File: config.mk
export PLATFORM = sky130hd
export DESIGN_NAME = reg_file_2w2r
export DESIGN_NICKNAME = d
export VERILOG_FILES = /design/src/rtl/reg_file_2w2r.sv
export SDC_FILE = /design/constraint.sdc
export NUM_CORES = 2
export LEC_CHECK = 0
export ABC_CLOCK_PERIOD_IN_PS = 3500
export CORE_ASPECT_RATIO = 0.7
export CORE_MARGIN = 2
export CORE_UTILIZATION = 25
export DETAILED_ROUTE_END_ITERATION = 12
export PLACE_DENSITY = 0.46
export REMOVE_ABC_BUFFERS = 1
export SLEW_MARGIN = 20
export SYNTH_ARGS = -nofsm -noshare
export SYNTH_HDL_FRONTEND = slang
export SYNTH_SLANG_ARGS = --single-unit
File: constraint.sdc
create_clock -name clka -period 3.5 [get_ports clka]
set_clock_uncertainty 0.15 [all_clocks]
set_input_delay 0.7 -clock clka [delete_from_list [all_inputs] [get_ports clka]]
set_output_delay 0.7 -clock clka [all_outputs]
set_load 0.01 [all_outputs]
File: src/rtl/reg_file_2w2r.sv
// Two-write / two-read register file with optional hardwired-zero entry and a
// counter-driven clear sweep; define RF_BYPASS_EN for same-cycle write-to-read forwarding.
module reg_file_2w2r #(
  parameter int DATA_W   = 32,
  parameter int ADDR_W   = 5,
  parameter int ZERO_REG = 1
) (
  input  logic              clka,
  input  logic              rsta,
  input  logic              clr,
  input  logic              wea,
  input  logic [ADDR_W-1:0] waddra,
  input  logic [DATA_W-1:0] dina,
  input  logic              web,
  input  logic [ADDR_W-1:0] waddrb,
  input  logic [DATA_W-1:0] dinb,
  input  logic [ADDR_W-1:0] raddra,
  input  logic [ADDR_W-1:0] raddrb,
  output logic [DATA_W-1:0] douta,
  output logic [DATA_W-1:0] doutb,
  output logic              busy
);

  localparam int DEPTH   = 1 << ADDR_W;
  localparam bit ZERO_EN = (ZERO_REG != 0);

  typedef enum logic {
    IDLE  = 1'b0,
    CLEAR = 1'b1
  } state_t;

  state_t            state_q, state_d;
  logic [ADDR_W-1:0] clr_cnt_q, clr_cnt_d;
  logic              in_clear;
  logic              wr_en_a, wr_en_b;
  logic [DATA_W-1:0] entry_rd [DEPTH];

  assign in_clear = (state_q == CLEAR);
  assign busy     = in_clear;

  // Effective write strobes: dropped during a sweep, on a clear request, and
  // for entry 0 when it is hardwired to zero.
  assign wr_en_a = wea && !in_clear && !clr && !(ZERO_EN && (waddra == '0));
  assign wr_en_b = web && !in_clear && !clr && !(ZERO_EN && (waddrb == '0));

  always_comb begin
    state_d   = state_q;
    clr_cnt_d = clr_cnt_q;
    if (clr) begin
      state_d   = CLEAR;
      clr_cnt_d = '0;
    end else if (in_clear) begin
      if (clr_cnt_q == ADDR_W'(DEPTH - 1)) begin
        state_d   = IDLE;
        clr_cnt_d = '0;
      end else begin
        clr_cnt_d = clr_cnt_q + ADDR_W'(1);
      end
    end
  end

  always_ff @(posedge clka or posedge rsta) begin
    if (rsta) begin
      state_q   <= CLEAR;
      clr_cnt_q <= '0;
    end else begin
      state_q   <= state_d;
      clr_cnt_q <= clr_cnt_d;
    end
  end

  // One register per entry; port B is checked first so it wins an address tie.
  generate
    for (genvar gi = 0; gi < DEPTH; gi++) begin : g_entry
      logic [DATA_W-1:0] entry_q;

      always_ff @(posedge clka) begin
        if (in_clear && (clr_cnt_q == ADDR_W'(gi))) begin
          entry_q <= '0;
        end else if (wr_en_b && (waddrb == ADDR_W'(gi))) begin
          entry_q <= dinb;
        end else if (wr_en_a && (waddra == ADDR_W'(gi))) begin
          entry_q <= dina;
        end
      end

      assign entry_rd[gi] = entry_q;
    end
  endgenerate

  function automatic logic [DATA_W-1:0] read_port(input logic [ADDR_W-1:0] raddr);
    logic [DATA_W-1:0] rdata;
    rdata = entry_rd[raddr];
`ifdef RF_BYPASS_EN
    // Strobes already exclude clear and the zero entry, so forwarding inherits that.
    if (wr_en_a && (waddra == raddr)) rdata = dina;
    if (wr_en_b && (waddrb == raddr)) rdata = dinb;
`endif
    if (in_clear || (ZERO_EN && (raddr == '0))) rdata = '0;
    return rdata;
  endfunction

  assign douta = read_port(raddra);
  assign doutb = read_port(raddrb);

endmodule

== Word-level counts from Yosys, hierarchy flattened ==
Cells that the tools add are included.
Word-level totals
  register bits after elaboration: 1030
  bits of input ports: 89
  output and inout bits: 65
  word-level logic and storage cells: 356
Operators by class
  add/sub/neg operators: 1
  magnitude comparators: 2
  equality and inequality tests: 93
  mux-type cells: 78
  bitwise logic cells: 2
  reduce and logical (&&, ||, !) cells: 146
Operator list (count)
  two-way mux 32 bit: 70
  binary-select mux 32 bit (select 5 bit): 2
  equality test 5 bit, second input constant: 48
  equality test 5 x 4 -> 1 bit, second input constant: 24
  logical AND 1 bit: 102
  nonzero test 2 bit: 33
  equality test 5 x 3 -> 1 bit, second input constant: 12
  equality test 5 x 2 -> 1 bit, second input constant: 6
  zero test 5 bit: 5
  equality test 5 x 1 -> 1 bit, second input constant: 3
  two-way mux 5 bit: 3
  greater-or-equal comparator 6 bit, second input constant: 2
  NOT 5 -> 6 bit: 2
  adder 5 x 1 -> 5 bit, second input constant: 1
  zero test 1 bit: 4
  two-way mux 1 bit: 3
  logical OR 1 bit: 2

== Logic depth before layout (Yosys ltp) ==
  depth after elaboration: 7
  mapped depth: 8
  mapped depth without buffers: 6

== Worst setup path after synthesis ==
Ideal clock, no wire load.
  kind: in2out
  from: input raddrb[0]
  to: output doutb[5]
  arrival: 2.391 ns
  data required time: 2.650 ns
  path slack: 0.259 ns
  cell stages on the path: 7
  buffers on the path: 4
  cells stage by stage: buf_2 > clkbuf_1 > clkbuf_1 > buf_2 > mux4_2 > a22oi_1 > nand4_1
On the way
  longest elaborated chain between the ends: 5
  elaborated cells on any way between the ends: 7
  those cells by class: 4 x mux; 1 x bitwise; 2 x reduce/logical
RTL lines
  start: declaration: RTL line 18  | input logic [ADDR_W-1:0] raddrb,
  NOT 5 -> 6 bit (not written as such): RTL line 93  | rdata = entry_rd[raddr];
  binary-select mux 32 bit (select 5 bit): RTL line 93
  two-way mux 32 bit (not written as such) (2 in a row): RTL line 93
  two-way mux 32 bit (*): RTL line 99  | if (in_clear || (ZERO_EN && (raddr == '0))) rdata = '0;
  end: declaration: RTL line 20  | output logic [DATA_W-1:0] doutb,
Every way passes the cells marked *; elsewhere a longest branch is shown, timed or not. The select of a mux whose other input is x is not followed.

== Worst setup path in the final report ==
  from: register state_q, in the netlist busy
  to: output doutb[16]
On the way
  longest elaborated chain between the ends: 2
RTL lines
  start: declaration: RTL line 32  | state_t state_q, state_d;
  start signal: assignment: RTL line 67  | state_q <= state_d;
  logical OR 1 bit: RTL line 99
  two-way mux 32 bit: RTL line 99
No other way between the ends.

==> results.json <==
{
  "hp-start": "g_entry[0].entry_q[14]$_SDFFE_PP0P_",
  "grt_max_degree": 65,
  "async_flop_share_pct": 0.5825,
  "ys_seq_area_share_pct": 33.66,
  "ctsRootBufferMaster": "clkbuf_16",
  "dieHeight_um": 418.5,
  "met1Wirelength_um": 142100,
  "min_delay_path_depth": 1,
  "r2r_start": "busy$_DFF_PP1_",
  "gp_congestion": 0.9421,
  "dieArea_um2": 249400,
  "postRouteAntennaNets": 0,
  "initial_core_util_pct": 25.08,
  "reg2reg_to": "g_entry[9].entry_q[24]$_SDFFE_PP0P_",
  "total_power_w": 0.02867,
  "slew_headroom_pct": 39.64,
  "cts_made_buffers": 118,
  "drive_gt1_share_pct": 20.70,
  "clock_sinks": 1030,
  "route.met2.wl_um": 134100,
  "clk_latency_ps": 790,
  "cp_cell_sequence": "buf_12, or3b_4, buf_6, nor2_4, buf_6, buf_12, a22oi_2, nand4_1, buf_2",
  "max_freq_mhz": 263.8,
  "critPathKind": "reg2out",
  "gr-usage-all-layers_pct": 25.56,
  "clockBufferDepth": 3,
  "status": "finished with violations",
  "syn_area_per_cell_um2": 8.906,
  "via_per_inst": 5.897,
  "hold_viol": 0,
  "rows": 152,
  "drc": 0,
  "top_layer": "met5",
  "critPathLaunch": "busy$_DFF_PP1_",
  "ios": 154,
  "slowest_delay_ps": 490,
  "grt_overflow": 0,
  "worst_pin_slew_ps": 903.3,
  "synth-main-ff-cell": "dfxtp_1",
  "grt_pass1_wl_um": 458000,
  "p_per_area_nw_per_um2": 371.0,
  "netlist_instances": 6888,
  "synth_top_area_share_pct": 33.42,
  "utilization_pct": 31.60,
  "synth_area_um2": 61350,
  "power_leakage_nw": 29.69,
  "ys_ff_latch": 1030,
  "vdd_drop_max_uv": 378.2,
  "critPathLaunchType": "flop",
  "tritoncts": "yes",
  "period_needed_ps": 3790,
  "finalSetupViolCount": 64,
  "fin_hold_ws_ps": 337.3,
  "required_ps": 2650,
  "hold_path.class": "reg2reg",
  "drv_cap": 0,
  "violations": "setup timing",
  "hold_path_end": "g_entry[0].entry_q[14]$_SDFFE_PP0P_",
  "synth_area_leader_cell": "dfxtp_1",
  "met3_length_um": 38290,
  "die_x_um": 596.1,
  "fillers": 25018,
  "coreArea_um2": 244600,
  "port_buffers": 153,
  "num-nets-final": 7086,
  "cts.reportedPaths.clkPinSlew_ps": 60,
  "yosys_warnings": 0,
  "grt_pass1_vias": 56791,
  "period_share_pct": 108.3,
  "synth_edf_count": 0,
  "firstDrtPassIters": 9,
  "htreeDepth": 3,
  "wl_per_cell_um": 32.01,
  "wirelength_um": 330800,
  "reg2reg_slack_ps": 430,
  "critPathCaptureType": "primary output",
  "crit_slowest_cell": "or3b_4",
  "setup-tns-final_ps": -9214,
  "rsz0062_at_grt": "true",
  "vias": 60931,
  "crit_path_max_fanout": 8,
  "post-place-ws_ps": -873.2,
  "setup_slack_ps": -290.5,
  "place_hpwl_um": 206400,
  "drt_iter0_markers": 8467,
  "area_delta_synth_final_pct": 25.97,
  "slew_violations": 0,
  "synthDistinctLibCells": 50,
  "synthTopCellsByArea": "dfxtp_1 (33%), mux2i_1 (21%), mux4_2 (8.5%)",
  "arrival_ps": 2940,
  "r2r_cells": 7,
  "antenna_found_initial": 31
}
-- cells by family (layout without fill, tap and decap cells) --
group                      after synthesis  in the layout  synth area share, %
DFF                                   1030           1030                33.66
other                                    0              5                    0
adders and majority gates                6              6               0.1224
AOI/OAI and AO/OA                     1845           1845                19.13
and+or+nand+nor                       1647           1647                11.77
muxes                                 1505           1505                29.29
buffers and inverters                  855           1060                6.033
-- layout make-up --
cell class	instances	area (um^2)	area share, %
flip-flops and latches	1030	20650	26.72
multi-input cells	5003	38490	49.81
well taps	3234	4046	5.236
clock inverters	57	872.1	1.128
diodes	5	12.51	0.01619
clock buffers	165	3461	4.478
repair buffers	831	9717	12.57
inverters	7	26.28	0.03400
-- worst max-delay path, delay by kind of cell (launching register included) --
family                 cells  cell delay [ps]
AO/OA/AOI/OAI              1               70
buffers and inverters      5              770
flip-flops                 1              380
AND/OR/NAND/NOR            3              910
-- where the power goes --
group	internal [W]	switching [W]	total, W	leakage [nW]
logic	0.000948	0.00165	0.00260	19.2
clock network	0.00848	0.00577	0.0142	2.16
registers	0.0118	0.0000500	0.0118	8.33
-- cells in the mapped netlist (4+ instances only) --
library cell     n
nand3b_1         5
a211oi_1       533
nand4_1         70
nor3_2           8
and3_1          47
mux2i_1       1273
nand3_1        182
nand2_1        643
clkbuf_1       613
a21oi_1        287
dfrtp_1          5
and2_1          41
a32oi_1          5
a31oi_1        281
inv_1            7
dfxtp_1       1024
or3_1           15
ha_1             6
mux4_2         232
buf_1           61
buf_4           15
a211oi_2        12
buf_8           13
buf_6           17
nor3b_1          4
buf_2          129
or2_2            7
nor3_1           8
a22oi_1        273
o21ai_0        449
nor2b_1         16
nor3_4          11
nor2_1         574
-- layer usage --
metal | track usage (%) | vias up
met3 | 7.222 | 847
li1 | - | 25795
met2 | 36.41 | 4171
met4 | 11.03 | 16
met5 | 0 | -
met1 | 35.61 | 30102
-- state kept, by name (all words and copies together) (netlist names) --
signal and count:
g_entry.entry_q 1024, clr_cnt_q 5, busy 1
-- cells in the final DEF, fill, tap and decap left out, types with 24 or more instances in the layout --
cell type	count
buf_2	41
clkinv_2	29
a211oi_1	533
a21oi_2	24
o21ai_0	449
nand2_1	642
nand4_1	70
clkbuf_8	32
buf_12	233
clkdlybuf4s50_1	79
a22oi_1	213
buf_4	388
a31oi_1	281
nand3_2	41
and2_1	35
and3_1	42
nand3_1	109
mux2i_1	1272
nor2_1	552
a22oi_2	60
a21oi_1	259
clkbuf_16	119
nand3_4	32
mux4_2	232
buf_6	67
dfxtp_1	1024
-- how the worst max path moves through the flow --
stage / slack (ps) / endpoint
final: -290 / doutb[16]
after global routing: -330 / doutb[16]
after CTS: -360 / doutb[3]
after detailed placement: -870 / douta[21]
after global placement: -870 / douta[21]
after floorplan: -870 / g_entry[17].entry_q[1]$_SDFFE_PP0P_
-- per-stage QoR --
step           area, um^2  std cells
6_report            77280      10332
5_1_grt             77270      10329
4_1_cts             76800      10293
3_5_place_dp        70950      10006
3_3_place_gp        70950      10006
2_1_floorplan       57670       6040
-- repair_timing --
item / CTS / global route
buffers inserted: 62 / 47
hold buffers: 1 / 0
pin swaps: 111 / 69
hold endpoints to repair: 5 / 0
endpoints found under the setup margin: 64 / 63
gates cloned: 8 / 0
gates resized for setup: 461 / 53
(Power assumes the default switching activity.)
